### src/rtl/mm_bus_arbiter_pkg.sv
// Shared types and constants for the memory-mapped bus arbiter.
// Holds the FSM state encoding, bus widths and the default timeout read data.
package mm_bus_pkg;

  localparam int ADDR_W = 32;
  localparam int DATA_W = 32;

  localparam logic [DATA_W-1:0] ERR_DATA_DEFAULT = 32'hDEADBEEF;

  typedef enum logic [1:0] {
    IDLE,
    ACCESS,
    RESP
  } arb_state_e;

endpackage

### src/rtl/mm_bus_arbiter_rr_arbiter.sv
// Combinational round-robin picker: first set request at or after ptr,
// wrapping at NUM_REQ. Returns a one-hot grant, its index and a valid flag.
module rr_arbiter #(
  parameter int NUM_REQ = 2,
  parameter int IDX_W   = 1
) (
  input  logic [NUM_REQ-1:0] req,
  input  logic [IDX_W-1:0]   ptr,
  output logic [NUM_REQ-1:0] grant,
  output logic [IDX_W-1:0]   idx,
  output logic               valid
);

  always_comb begin
    int k;
    grant = '0;
    idx   = '0;
    valid = 1'b0;
    k     = 0;
    for (int off = 0; off < NUM_REQ; off++) begin
      k = int'(ptr) + off;
      if (k >= NUM_REQ) begin
        k = k - NUM_REQ;
      end
      if (!valid && req[k]) begin
        valid    = 1'b1;
        grant[k] = 1'b1;
        idx      = IDX_W'(k);
      end
    end
  end

endmodule

### src/rtl/mm_bus_arbiter.sv
// Round-robin arbiter sharing one memory-mapped bus among NUM_REQ masters.
// Optional ack timeout enabled with `define MM_ARB_TIMEOUT_EN.
module mm_bus_arbiter
  import mm_bus_pkg::*;
#(
  parameter int                NUM_REQ        = 2,
  parameter int                TIMEOUT_CYCLES = 16,
  parameter logic [DATA_W-1:0] ERR_DATA       = ERR_DATA_DEFAULT
) (
  input  logic                        clk,
  input  logic                        rst,
  input  logic [NUM_REQ-1:0]          req_i,
  input  logic [NUM_REQ-1:0]          req_write_i,
  input  logic [NUM_REQ*ADDR_W-1:0]   req_addr_i,
  input  logic [NUM_REQ*DATA_W-1:0]   req_wdata_i,
  output logic [NUM_REQ-1:0]          done_o,
  output logic [NUM_REQ-1:0]          err_o,
  output logic [NUM_REQ*DATA_W-1:0]   rdata_o,
  output logic                        write_o,
  output logic                        read_o,
  output logic [ADDR_W-1:0]           addr_o,
  output logic [DATA_W-1:0]           data_o,
  input  logic [DATA_W-1:0]           data_i,
  input  logic                        ack_i
);

  localparam int IDX_W = (NUM_REQ > 1) ? $clog2(NUM_REQ) : 1;

  arb_state_e          state_reg;
  logic [IDX_W-1:0]    ptr_reg;
  logic [IDX_W-1:0]    gnt_idx_reg;
  logic [NUM_REQ-1:0]  gnt_oh_reg;
  logic [NUM_REQ-1:0]  done_reg;
  logic [NUM_REQ-1:0]  err_reg;
  logic                write_reg;
  logic                read_reg;
  logic [ADDR_W-1:0]   addr_reg;
  logic [DATA_W-1:0]   wdata_reg;
  logic [DATA_W-1:0]   rdata_reg [NUM_REQ];

  logic [ADDR_W-1:0]   addr_arr  [NUM_REQ];
  logic [DATA_W-1:0]   wdata_arr [NUM_REQ];

  logic [NUM_REQ-1:0]  arb_grant;
  logic [IDX_W-1:0]    arb_idx;
  logic                arb_valid;
  logic [IDX_W-1:0]    ptr_next;
  logic                ack_ok;
  logic                timeout;

  genvar gi;
  generate
    for (gi = 0; gi < NUM_REQ; gi++) begin : g_master
      assign addr_arr[gi]                  = req_addr_i[ADDR_W*gi +: ADDR_W];
      assign wdata_arr[gi]                 = req_wdata_i[DATA_W*gi +: DATA_W];
      assign rdata_o[DATA_W*gi +: DATA_W]  = rdata_reg[gi];
    end
  endgenerate

  rr_arbiter #(
    .NUM_REQ (NUM_REQ),
    .IDX_W   (IDX_W)
  ) u_rr_arbiter (
    .req   (req_i),
    .ptr   (ptr_reg),
    .grant (arb_grant),
    .idx   (arb_idx),
    .valid (arb_valid)
  );

  // Undriven (z) or unknown ack must never complete a transaction.
  assign ack_ok   = (ack_i === 1'b1);
  assign ptr_next = (gnt_idx_reg == IDX_W'(NUM_REQ - 1)) ? '0 : gnt_idx_reg + 1'b1;

`ifdef MM_ARB_TIMEOUT_EN
  localparam int CNT_W = $clog2(TIMEOUT_CYCLES) + 1;

  logic [CNT_W-1:0] cnt_reg;

  always_ff @(posedge clk) begin
    if (rst || state_reg != ACCESS) begin
      cnt_reg <= '0;
    end else begin
      cnt_reg <= cnt_reg + 1'b1;
    end
  end

  assign timeout = (state_reg == ACCESS) && !ack_ok &&
                   (cnt_reg == CNT_W'(TIMEOUT_CYCLES - 1));
`else
  localparam int unused_timeout_cycles = TIMEOUT_CYCLES;

  assign timeout = 1'b0;
`endif

  always_ff @(posedge clk) begin
    if (rst) begin
      state_reg   <= IDLE;
      ptr_reg     <= '0;
      gnt_idx_reg <= '0;
      gnt_oh_reg  <= '0;
      done_reg    <= '0;
      err_reg     <= '0;
      write_reg   <= 1'b0;
      read_reg    <= 1'b0;
      addr_reg    <= '0;
      wdata_reg   <= '0;
      for (int k = 0; k < NUM_REQ; k++) begin
        rdata_reg[k] <= '0;
      end
    end else begin
      done_reg <= '0;
      err_reg  <= '0;
      case (state_reg)
        IDLE: begin
          if (arb_valid) begin
            gnt_idx_reg <= arb_idx;
            gnt_oh_reg  <= arb_grant;
            write_reg   <= req_write_i[arb_idx];
            read_reg    <= ~req_write_i[arb_idx];
            addr_reg    <= addr_arr[arb_idx];
            wdata_reg   <= wdata_arr[arb_idx];
            state_reg   <= ACCESS;
          end
        end
        ACCESS: begin
          if (ack_ok || timeout) begin
            if (!ack_ok) begin
              rdata_reg[gnt_idx_reg] <= ERR_DATA;
            end else if (!write_reg) begin
              rdata_reg[gnt_idx_reg] <= data_i;
            end
            done_reg  <= gnt_oh_reg;
            err_reg   <= ack_ok ? '0 : gnt_oh_reg;
            write_reg <= 1'b0;
            read_reg  <= 1'b0;
            addr_reg  <= '0;
            wdata_reg <= '0;
            state_reg <= RESP;
          end
        end
        RESP: begin
          ptr_reg   <= ptr_next;
          state_reg <= IDLE;
        end
        default: begin
          state_reg <= IDLE;
        end
      endcase
    end
  end

  // Without the timeout feature err_reg can only ever load zero.
  assign done_o  = done_reg;
  assign err_o   = err_reg;
  assign write_o = write_reg;
  assign read_o  = read_reg;
  assign addr_o  = addr_reg;
  assign data_o  = wdata_reg;

endmodule
### config.mk
export PLATFORM = sky130hd
export DESIGN_NAME = mm_bus_arbiter
export DESIGN_NICKNAME = d
export VERILOG_FILES = /design/src/rtl/mm_bus_arbiter_pkg.sv /design/src/rtl/mm_bus_arbiter_rr_arbiter.sv /design/src/rtl/mm_bus_arbiter.sv
export SDC_FILE = /design/constraint.sdc
export NUM_CORES = 1
export LEC_CHECK = 0
export ABC_AREA = 1
export BUFFER_PORTS_ARGS = -buffer_cell sky130_fd_sc_hd__buf_2
export CAP_MARGIN = 10
export CELL_PAD_IN_SITES_DETAIL_PLACEMENT = 2
export CELL_PAD_IN_SITES_GLOBAL_PLACEMENT = 2
export CORE_ASPECT_RATIO = 2
export CORE_UTILIZATION = 22
export DETAILED_ROUTE_END_ITERATION = 8
export GPL_TIMING_DRIVEN = 0
export PLACE_DENSITY = 0.8
export SLEW_MARGIN = 40
export SYNTH_ARGS = -nofsm -noshare
export SYNTH_HDL_FRONTEND = slang
export SYNTH_HIERARCHICAL = 1
export SYNTH_SLANG_ARGS = --single-unit
### constraint.sdc
create_clock -name clk -period 2 [get_ports clk]
set_input_delay 0.4 -clock clk [delete_from_list [all_inputs] [get_ports clk]]
set_output_delay 0.4 -clock clk [all_outputs]
set_load 0.01 [all_outputs]
## Yosys cells after proc, flatten, opt, wreduce, memory -nomap -nowiden

Memory sizes are Yosys's and may differ from the RTL's.
Index checks and enable logic that the tools add are counted.

- Flip-flop bits (word level): 74
- Memory bits (writable): 64
- Input port bits: 167
- Output and inout port bits: 134
- Logic and storage cells: 93
- Memories: 1

Memory list:

| memory | depth | bits a word | rd ports | clocked after memory_dff | wr ports | RTL line | RTL |
|---|---|---|---|---|---|---|---|
| rdata_reg | 2 | 32 | 2 | 0 | 2 | mm_bus_arbiter.sv:39 | `logic [DATA_W-1:0] rdata_reg [NUM_REQ];` |

- Add/subtract/negate cells: 4
- $lt $le $gt $ge: 8
- Eq/ne operators: 5
- Muxes and demuxes: 50
- Bitwise logic cells: 5
- Reductions and logical operators: 11

Operators with widths:

| cell | count |
|---|---|
| 32-bit two-way mux | 12 |
| 32-bit one-hot mux with 2 select lines | 2 |
| 32-bit by 1-bit greater-or-equal comparator with 1-bit output (second input constant) | 2 |
| 32-bit by 3-bit < comparator with 1-bit output (second input constant) | 2 |
| 32-bit by 3-bit greater-or-equal comparator with 1-bit output (second input constant) | 1 |
| 32-bit OR reduction | 1 |
| 32-bit by 3-bit subtractor with 32-bit output (second input constant) | 1 |
| 1-bit two-way mux | 27 |
| 2-bit two-way mux | 4 |
| 2-bit != test (second input constant) | 2 |
| 1-bit one-hot mux with 2 select lines | 2 |
| 2-bit one-hot mux with 2 select lines | 1 |
| 2-bit AND reduction | 2 |
| 1-bit logical AND | 3 |
| 1-bit NOT | 3 |
| 3-bit AND reduction | 1 |
| 3-bit OR reduction | 1 |
| 1-bit by 2-bit subtractor with 3-bit output (second input constant) | 1 |
| 1-bit by 1-bit adder with 2-bit output (second input constant) | 1 |
| 1-bit demux with 1-bit select | 2 |
| 2-bit by 1-bit equality test with 1-bit output (second input constant) | 1 |
| 2-bit equality test (second input constant) | 1 |
| 1-bit by 2-bit greater-or-equal comparator with 1-bit output (second input constant) | 1 |
| 2-bit greater-or-equal comparator (second input constant) | 1 |
| other kinds (8) | 8 |

## Logic depth before layout (Yosys ltp)

- Depth after elaboration: 15
- Gate-level depth with buffers: 11
- Depth with buffers taken out: 9

## Cells and area by module

The synthesis kept the hierarchy.

By module, submodules not included:

| module | instances | cells each | area each (µm²) | sequential area each (µm²) |
|---|---|---|---|---|
| mm_bus_arbiter | 1 | 1040 | 7055.5 | 3403.3 |
| rr_arbiter | 1 | 14 | 55.1 | 0.0 |

## Least setup slack after synthesis

No wires, ideal clock.

- Kind: reg-to-reg
- From: register state_reg[0]
- To: memory rdata_reg[0][0], enable pin
- Library setup time: 0.389 ns
- Arrival: 1.640 ns
- Data required time: 1.611 ns
- Setup slack: -0.030 ns
- Stages on the path, launching flop included: 6
- Path buffers: 1
- Period minus slack after synthesis: 2.030 ns
- Path through: dfxtp_1 nand3_4 nor2_4 nand3_2 buf_2 nand2_1

RTL lines:

| item | RTL line | RTL |
|---|---|---|
| start: declaration | mm_bus_arbiter.sv:29 | `arb_state_e state_reg;` |
| start signal: assignment | mm_bus_arbiter.sv:98 | `state_reg <= IDLE;` |
| start signal: assignment | mm_bus_arbiter.sv:123 | `state_reg <= ACCESS;` |
| start signal: assignment | mm_bus_arbiter.sv:139 | `state_reg <= RESP;` |
| end: declaration | mm_bus_arbiter.sv:39 |  |

==> results.txt <==
Status -> complete, no violations
WS Path Type -> reg -> reg
# DRC -> 0
Critical Path Slowest Stage Cell -> dfxtp_1
Arr. time, crit path -> 1.94 ns
Max FO, Critical Path -> 32
I/O Pins -> 301
Via density -> 4.14
Period utilization -> 91.6%
Synth-to-layout area growth -> 38.7%
CP Launch Type -> flop
Clk_skew -> 0.00624 ns
Average size of a mapped cell -> 6.75 um^2
Cell Chain, Critical Path -> nand3_4 > nor2_4 > nand3_2 > clkbuf_4 > nand2_8
Final Hold Vio Count -> 0
Final slew viol count -> 0
First-pass GRT wire length -> 45.0 mm
Placer Congestion -> 0.774
Total setup buffers inserted after CTS -> 0
Crit path setup slack, layout -> 0.168 ns
Synthesized area -> 7110 um^2
Placed insts -> 1776
Initial core utilization -> 22.5%
LEAKAGE -> 5.89 nW
Core ar. -> 31700 um^2
Clk_lat worst skew -> 0.44 ns
IO buf count -> 298
Total CTS buffers -> 17
Post-route ant nets -> 0
Clk slew on worst S/H paths -> 0.06 ns
Worst endpoint required time -> 2.11 ns
Layout cells sized above 1 -> 27.2%
Fin nets -> 1540
Commonest cells after routing, fill and taps aside -> buf_2 (320), inv_1 (298), nand2_1 (270)
Die area -> 33100 um^2
TritonRoute pass-1 iters -> 4
Total GRT Usage -> 18.4%
Pin count of the biggest net entering global routing -> 33
Ys Warns -> 6
Number of setup violations in the final report -> 0
Hold_buf cts -> 0
Floorplan row count -> 92
Sequential share of the synthesized area -> 47.9%
Yosys reg bits -> 138
Commonest non-fill, non-tap cell in the layout -> buf_2
Root Buffer -> clkbuf_16
Final hold slack -> 0.222 ns
P per Cell Area -> 907 nW/um^2
Final Power -> 8.94 mW
Syn Inst Count -> 1054
Slew margin rel. -> 56.9%
Detail Placement HPWL -> 23.7 mm
Synth cell types -> 21
CTS tree -> done
Hold WC Path Type -> in -> reg
Initial DRC count -> 195
Vias in the first global route -> 8398
Pre-CTS setup slack -> -0.481 ns
Die height -> 256 um
Wirelength, routed -> 29.2 mm
H-tree depth -> 4
Clk buf depth -> 2
CP Capture Type -> flop
Maxcap violations -> 0
Final TNS setup -> 0 ns
Slew @ Worst Pin -> 0.647 ns
Critical path's largest stage delay -> 0.44 ns
Fin crit period -> 1.83 ns
CTS Sinks -> 138
Via count -> 7500
Initial antenna violation count -> 2
WL/cell -> 16.1 um
Total congestion overflow -> 0
Max Clk Rate -> 546 MHz
Max reg flops -> 64
Peak supply drop -> 0.601 mV
Fin cells -> 1811
DIE WIDTH -> 129 um
where the power goes:
group	leakage, nW	internal, mW	switching [mW]
combinational	4.31	0.724	1.26
sequential	1.28	3.24	0.149
clock	0.306	2.22	1.35
layer usage:
metal	up-vias	GRT usage, %	routed length, um
met5	-	0	0
met4	0	7.55	806
met3	35	3.65	1300
met2	218	38.8	17800
met1	3567	15.5	9300
li1	3680	-	-
cells by family after synthesis:
family                 synth area share (%)
DFF                                    47.9
other                                0.0527
buffers and inverters                  19.4
AOI/OAI and AO/OA                     0.528
and+or+nand+nor                        32.1
area by class of cell:
cell class,instances,area [um^2]
fillers,3906,21800
flip-flops and latches,138,3400
multi-input cells,563,2390
repair buffers,298,1490
inverters,299,1120
well taps,423,529
clock buffers,18,429
plain buffers,56,274
clock inverters,14,219
diodes,2,5.00
timing repair:
action                                  4_1_cts  5_1_grt
endpoints found under the setup margin      105       63
gates resized for setup                      11        7
endpoints found under the hold margin         0        0
gates cloned                                  0        1
Yosys cell counts:
cell type	count	area share, %
a21oi_1	2	0.14
nor2_1	143	7.5
buf_4	5	0.53
inv_2	1	0.053
conb_1	1	0.053
dfxtp_1	74	21
nor3b_1	2	0.21
o21a_1	1	0.11
nand3_1	129	9.1
nand3_2	2	0.28
clkbuf_1	26	1.4
o21ai_0	4	0.28
nor2_4	1	0.16
nand2_1	272	14
inv_1	298	16
nand3_4	1	0.25
buf_2	23	1.6
nor2_2	1	0.088
buf_1	2	0.11
edfxtp_1	64	27
nand2_2	2	0.18
path summary, 6_finish.rpt:
path,cells past startpoint,to,slack (ns),start
hold reg to reg,1,done_o[0],0.50,gnt_oh_reg[0]
setup reg to reg,5,rdata_reg[1][25],0.17,state_reg[0]
setup / recovery,5,rdata_reg[1][25],0.17,state_reg[0]
hold / removal,2,write_o,0.22,rst
stage by stage:
| stage | util, % | cell area, um^2 |
|---|---|---|
| floorplan | - | 7120 |
| global route | 31.1 | 9860 |
| detailed placement | 28.9 | 9140 |
| finish | 31.1 | 9860 |
| CTS | 31.0 | 9830 |
| global placement | 28.9 | 9140 |
critical path, delay by kind of cell (launching register included):
family / cells / cell delay, ns
buf+inv: 1 / 0.26
flops: 1 / 0.44
simple gates: 4 / 0.78
Note: power is estimated with default switching activity, not from simulation.
